File: src/rtl/mem_port_arbiter.sv
// Purpose : shares the single SRAM controller port between instruction fetch (read-only)
//           and the memory stage (read/write), with a hung-controller timeout.
// Latency : grant 1 cycle after req seen in IDLE; done 1 cycle after sram_ready; back in IDLE 1 cycle later.
// Backpressure: requests are level-held until their done pulse; one access in flight at a time,
//           and the loser of arbitration simply waits in IDLE with its request held.
//
// Ports:
//   clk, rst (async active-low)
//   if_req/if_addr -> if_done/if_rdata                       fetch side
//   mem_req/mem_we/mem_addr/mem_wdata -> mem_done/mem_rdata   memory-stage side
//   sram_req/sram_we/sram_addr/sram_wdata, sram_ready/sram_rdata   controller handshake
//   busy (state != IDLE), timeout_err (sticky until reset)
// Build option: define ARB_ROUND_ROBIN_EN for round-robin arbitration on contention;
//   otherwise the memory stage always wins (it holds the older instruction).
// Every output is a flop; there is no combinational input-to-output path.

module mem_port_arbiter #(
  parameter int unsigned ADDR_W  = 32,
  parameter int unsigned DATA_W  = 32,
  parameter int unsigned TIMEOUT = 255
) (
  input  logic              clk,
  input  logic              rst,
  input  logic              if_req,
  input  logic [ADDR_W-1:0] if_addr,
  output logic              if_done,
  output logic [DATA_W-1:0] if_rdata,
  input  logic              mem_req,
  input  logic              mem_we,
  input  logic [ADDR_W-1:0] mem_addr,
  input  logic [DATA_W-1:0] mem_wdata,
  output logic              mem_done,
  output logic [DATA_W-1:0] mem_rdata,
  output logic              sram_req,
  output logic              sram_we,
  output logic [ADDR_W-1:0] sram_addr,
  output logic [DATA_W-1:0] sram_wdata,
  input  logic              sram_ready,
  input  logic [DATA_W-1:0] sram_rdata,
  output logic              busy,
  output logic              timeout_err
);

  localparam int unsigned     CNT_W    = $clog2(TIMEOUT + 1);
  localparam logic [CNT_W-1:0] CNT_LAST = CNT_W'(TIMEOUT - 1);
  localparam logic [CNT_W-1:0] CNT_MAX  = {CNT_W{1'b1}};

  typedef enum logic [1:0] {
    IDLE    = 2'd0,
    ACCESS  = 2'd1,
    RELEASE = 2'd2
  } state_t;

  state_t state, state_d;

  // owner: 1 = memory stage, 0 = fetch
  logic              owner, owner_d;
  logic              grant_mem;
  logic [CNT_W-1:0]  cnt, cnt_d;

  logic              sram_req_d, sram_we_d;
  logic [ADDR_W-1:0] sram_addr_d;
  logic [DATA_W-1:0] sram_wdata_d;
  logic              if_done_d, mem_done_d;
  logic [DATA_W-1:0] if_rdata_d, mem_rdata_d;
  logic              busy_d, timeout_err_d;

`ifdef ARB_ROUND_ROBIN_EN
  // Who was granted most recently; 0 = fetch, so the first contention goes to mem.
  logic              last_owner, last_owner_d;
`endif

  always_ff @(posedge clk or negedge rst) begin
    if (!rst) begin
      state <= IDLE;
    end else begin
      state <= state_d;
    end
  end

  always_comb begin
    state_d       = state;
    owner_d       = owner;
    grant_mem     = 1'b0;
    cnt_d         = cnt;
    sram_req_d    = sram_req;
    sram_we_d     = sram_we;
    sram_addr_d   = sram_addr;
    sram_wdata_d  = sram_wdata;
    if_done_d     = 1'b0;
    mem_done_d    = 1'b0;
    if_rdata_d    = if_rdata;
    mem_rdata_d   = mem_rdata;
    timeout_err_d = timeout_err;
`ifdef ARB_ROUND_ROBIN_EN
    last_owner_d  = last_owner;
`endif

    case (state)
      IDLE: begin
        if (if_req || mem_req) begin
`ifdef ARB_ROUND_ROBIN_EN
          // On contention the requester that did not win last time gets the port.
          grant_mem    = mem_req && (!if_req || !last_owner);
          last_owner_d = grant_mem;
`else
          grant_mem    = mem_req;
`endif
          owner_d      = grant_mem;
          sram_we_d    = grant_mem & mem_we;
          sram_addr_d  = grant_mem ? mem_addr : if_addr;
          sram_wdata_d = grant_mem ? mem_wdata : '0;
          sram_req_d   = 1'b1;
          cnt_d        = '0;
          state_d      = ACCESS;
        end
      end

      ACCESS: begin
        if (sram_ready) begin
          // A ready in the last allowed cycle still counts as a normal completion.
          if (owner) begin
            if (!sram_we) mem_rdata_d = sram_rdata;
            mem_done_d = 1'b1;
          end else begin
            if_rdata_d = sram_rdata;
            if_done_d  = 1'b1;
          end
          sram_req_d = 1'b0;
          state_d    = RELEASE;
        end else if (cnt == CNT_LAST) begin
          // Controller hung: complete the access with zero data and flag it.
          timeout_err_d = 1'b1;
          if (owner) begin
            mem_rdata_d = '0;
            mem_done_d  = 1'b1;
          end else begin
            if_rdata_d = '0;
            if_done_d  = 1'b1;
          end
          sram_req_d = 1'b0;
          state_d    = RELEASE;
        end else if (cnt != CNT_MAX) begin
          cnt_d = cnt + CNT_W'(1);
        end
      end

      RELEASE: begin
        // Done is visible this cycle; requesters drop req on this edge.
        state_d = IDLE;
      end

      default: begin
        state_d    = IDLE;
        sram_req_d = 1'b0;
      end
    endcase

    busy_d = (state_d != IDLE);
  end

  always_ff @(posedge clk or negedge rst) begin
    if (!rst) begin
      owner       <= 1'b0;
      cnt         <= '0;
      sram_req    <= 1'b0;
      sram_we     <= 1'b0;
      sram_addr   <= '0;
      sram_wdata  <= '0;
      if_done     <= 1'b0;
      mem_done    <= 1'b0;
      if_rdata    <= '0;
      mem_rdata   <= '0;
      busy        <= 1'b0;
      timeout_err <= 1'b0;
    end else begin
      owner       <= owner_d;
      cnt         <= cnt_d;
      sram_req    <= sram_req_d;
      sram_we     <= sram_we_d;
      sram_addr   <= sram_addr_d;
      sram_wdata  <= sram_wdata_d;
      if_done     <= if_done_d;
      mem_done    <= mem_done_d;
      if_rdata    <= if_rdata_d;
      mem_rdata   <= mem_rdata_d;
      busy        <= busy_d;
      timeout_err <= timeout_err_d;
    end
  end

`ifdef ARB_ROUND_ROBIN_EN
  always_ff @(posedge clk or negedge rst) begin
    if (!rst) begin
      last_owner <= 1'b0;
    end else begin
      last_owner <= last_owner_d;
    end
  end
`endif

endmodule

File: config.mk
export PLATFORM = sky130hd
export DESIGN_NAME = mem_port_arbiter
export DESIGN_NICKNAME = d
export VERILOG_FILES = /design/src/rtl/mem_port_arbiter.sv
export SDC_FILE = /design/constraint.sdc
export NUM_CORES = 1
export LEC_CHECK = 0
export BUFFER_PORTS_ARGS = -buffer_cell sky130_fd_sc_hd__buf_2
export CAP_MARGIN = 20
export CORE_AREA = 4 4 161 163
export DETAILED_ROUTE_END_ITERATION = 10
export DIE_AREA = 0 0 165 167
export PLACE_DENSITY = 0.57
export SLEW_MARGIN = 40
export SYNTH_ARGS = -nofsm -noshare
export SYNTH_HDL_FRONTEND = slang
export SYNTH_SLANG_ARGS = --single-unit
File: constraint.sdc
create_clock -name clk -period 2 [get_ports clk]
set_clock_uncertainty 0.1 [all_clocks]
set_input_delay 0.4 -clock clk [delete_from_list [all_inputs] [get_ports clk]]
set_output_delay 0.4 -clock clk [all_outputs]
set_load 0.005 [all_outputs]
==> results.cfg <==
[clock_tree]
cts-root-buf = clkbuf_16
clkLatencyLatePin_ns = 0.41
clk_path_buf_depth = 2
tritoncts.num_buffers = 17
clkSlewWorstSetupHoldPaths_ns = 0.07
cts-htree-levels = 4
cts.sinks = 145
cts_tree = built

[yosys]
yosys.area.top_type = dfrtp_1
syn_inst = 469
synth_area_leaders = dfrtp_1, mux2_2, mux2i_1
synth_warnings = 0
async_flop_share = 1.000
ys_ff_latch = 145
synth_area_um2 = 6037
yosysMostFrequentCell = dfrtp_1
ys.flop_type = dfrtp_1
syn_avg_cell_area_um2 = 12.87
synth_nets = 605
synth_commonest_cells = dfrtp_1, mux2_2, nand2_1
yosysSeqAreaShare = 0.6010
synth_edf_count = 0
synth_cell_types = 38
yosys.area.top_type_share = 0.6010

[setup_path]
start_kind = flop
critical_path_class = flop to flop
critPathRequiredTime_ns = 2.19
path_max_fanout = 8
worst_setup_path_end_kind = flop
crit_arrival_ns = 2.12

[timing]
finalMaxSlewViolations = 0
rsz0062_at_grt = yes
period_share = 0.9666
period_minus_slack_ns = 1.933
hold_viol_final = 0
tightest_slew_ns = 0.3956
max_freq_mhz = 517.3
finalSetupTns_ns = 0
setup_viol = 0
relSlewSlack = 0.7363

[final_layout]
drive_above_1_share = 0.5208
final_area_um2 = 8610
nets = 891
final_cells = 1092
num_antenna_cells = 0
synthToLayoutAreaGrowth_pct = 42.61
fin_util = 0.3540

[power]
power_density_nw_per_um2 = 1422
leakage_nw = 4.485
ir_drop_v = 0.0004512

[outcome]
outcome = completed

[floorplan]
start_util = 0.2482
ios = 268
core-area_um2 = 24320
die_w_um = 165
die_h_um = 167
std_cell_rows = 57
die-area_um2 = 27560

[routing]
final_antenna_net_count = 0
first_pass_iters = 4
drt_iter0_markers = 143
routed_wl_um = 16310
routedWlPerCell_um = 14.94
vias = 4620
vias_per_cell = 4.231
drc = 0

[grt]
grt_overflow = 0
grt_pass1_vias = 4678
grt_max_degree = 90
antenna_found_initial = 1
grt.total_usage = 0.1162
grt_pass1_wl_um = 25410

[place]
gp_congestion = 0.7996
port_buffers = 267
dp_cells = 1055
placed_area_um2 = 7915
dp_hpwl_um = 11750

[flow_run]
cap_violations = 0

[hold_path]
hold_path.class = primary input to flop
what timing repair did:
action                                 4_1_cts  5_1_grt
setup endpoints to repair                    0       32
buffers inserted                             0        2
gates resized for setup                      0        3
hold buffers                                 1        0
endpoints found under the hold margin       34        0
flip-flops by register name, indices dropped and copies added (netlist names), 2 cells and up:
register / flops
state: 2
cnt: 8
sram_addr: 32
sram_wdata: 32
if_rdata: 32
mem_rdata: 32
cells by family (layout without fill, tap and decap cells):
| logic type | count (synthesis) | in the layout | share of synthesized area |
|---|---|---|---|
| AO/OA/AOI/OAI | 89 | 89 | 0.1028 |
| adder cells (fa/ha/maj) | 2 | 2 | 0.004144 |
| buffers and inverters | 34 | 333 | 0.02653 |
| flip-flops | 145 | 145 | 0.6010 |
| multiplexers | 98 | 98 | 0.1760 |
| AND/OR/NAND/NOR | 101 | 101 | 0.08954 |
routing by layer:
layer | part of all wire | vias to the layer above | track usage
met4 | 0.010 | 2 | 0.03472
met5 | 0.00080 | - | 0
met2 | 0.46 | 190 | 0.1824
met3 | 0.081 | 12 | 0.03633
met1 | 0.45 | 2178 | 0.1536
li1 | - | 2238 | -
layout make-up:
| cell class | count | area [um2] |
|---|---|---|
| inverters | 4 | 15.01 |
| repair buffers | 297 | 1670 |
| flip-flops and latches | 145 | 3628 |
| fillers | 2442 | 15710 |
| clock inverters | 15 | 192.7 |
| well taps | 324 | 405.4 |
| multi-input cells | 290 | 2272 |
| clock buffers | 17 | 425.4 |
where the power goes:
| part | switching [mW] | internal, mW | total [mW] |
|---|---|---|---|
| clock | 1.36 | 2.00 | 3.36 |
| sequential | 0.650 | 4.18 | 4.83 |
| combinational | 1.86 | 2.18 | 4.05 |
| total | 3.87 | 8.37 | 12.2 |
cells in the final DEF (no fill, tap or decap), drive strengths merged, types with 2 or more instances in the layout:
cell	instances
a22o	33
nor2	6
and2	34
a31oi	3
inv	12
o31ai	3
mux2	65
and3	2
or3	2
a21oi	2
nand3	8
nand2	38
nand4	2
nand2b	4
dfrtp	145
o21ai	37
clkinvlp	3
buf	295
mux2i	33
a21o	3
a22oi	2
bufinv	3
ha	2
clkbuf	18
final timing paths:
kind	slack, ns	cells past startpoint	from	endpoint
max in group asynchronous	0.84	3	rst	sram_addr[29]$_DFFE_PN0P_
hold reg to reg	0.37	1	timeout_err$_DFFE_PN0P_	timeout_err$_DFFE_PN0P_
hold / removal	0.1	2	mem_wdata[26]	sram_wdata[26]$_DFFE_PN0P_
setup reg to reg	0.07	8	cnt[0]$_DFFE_PN0P_	if_rdata[27]$_DFFE_PN0P_
setup / recovery	0.07	8	cnt[0]$_DFFE_PN0P_	if_rdata[27]$_DFFE_PN0P_
min in group asynchronous	0.38	2	rst	if_rdata[22]$_DFFE_PN0P_
per-stage QoR:
stage / hold WS, ns / power, mW / setup WS (ns)
5_1_grt: 0.07080 / 13.18 / -0.02419
6_report: 0.09723 / 12.24 / 0.06672
3_3_place_gp: 0.2356 / 8.905 / 0.1027
3_5_place_dp: 0.2411 / 8.970 / 0.08026
2_1_floorplan: 0.004409 / 6.845 / 0.01206
4_1_cts: 0.06339 / 12.43 / 0.06239
worst max-delay path, stage by stage (launching register included):
cell and delay, ns:
dfrtp_1 0.38, inv_1 0.06, ha_1 0.15, nand3_2 0.09, o21a_4 0.22, nor3_4 0.18
buf_6 0.15, buf_6 0.14, mux2_2 0.33
(Power assumes the default switching activity.)
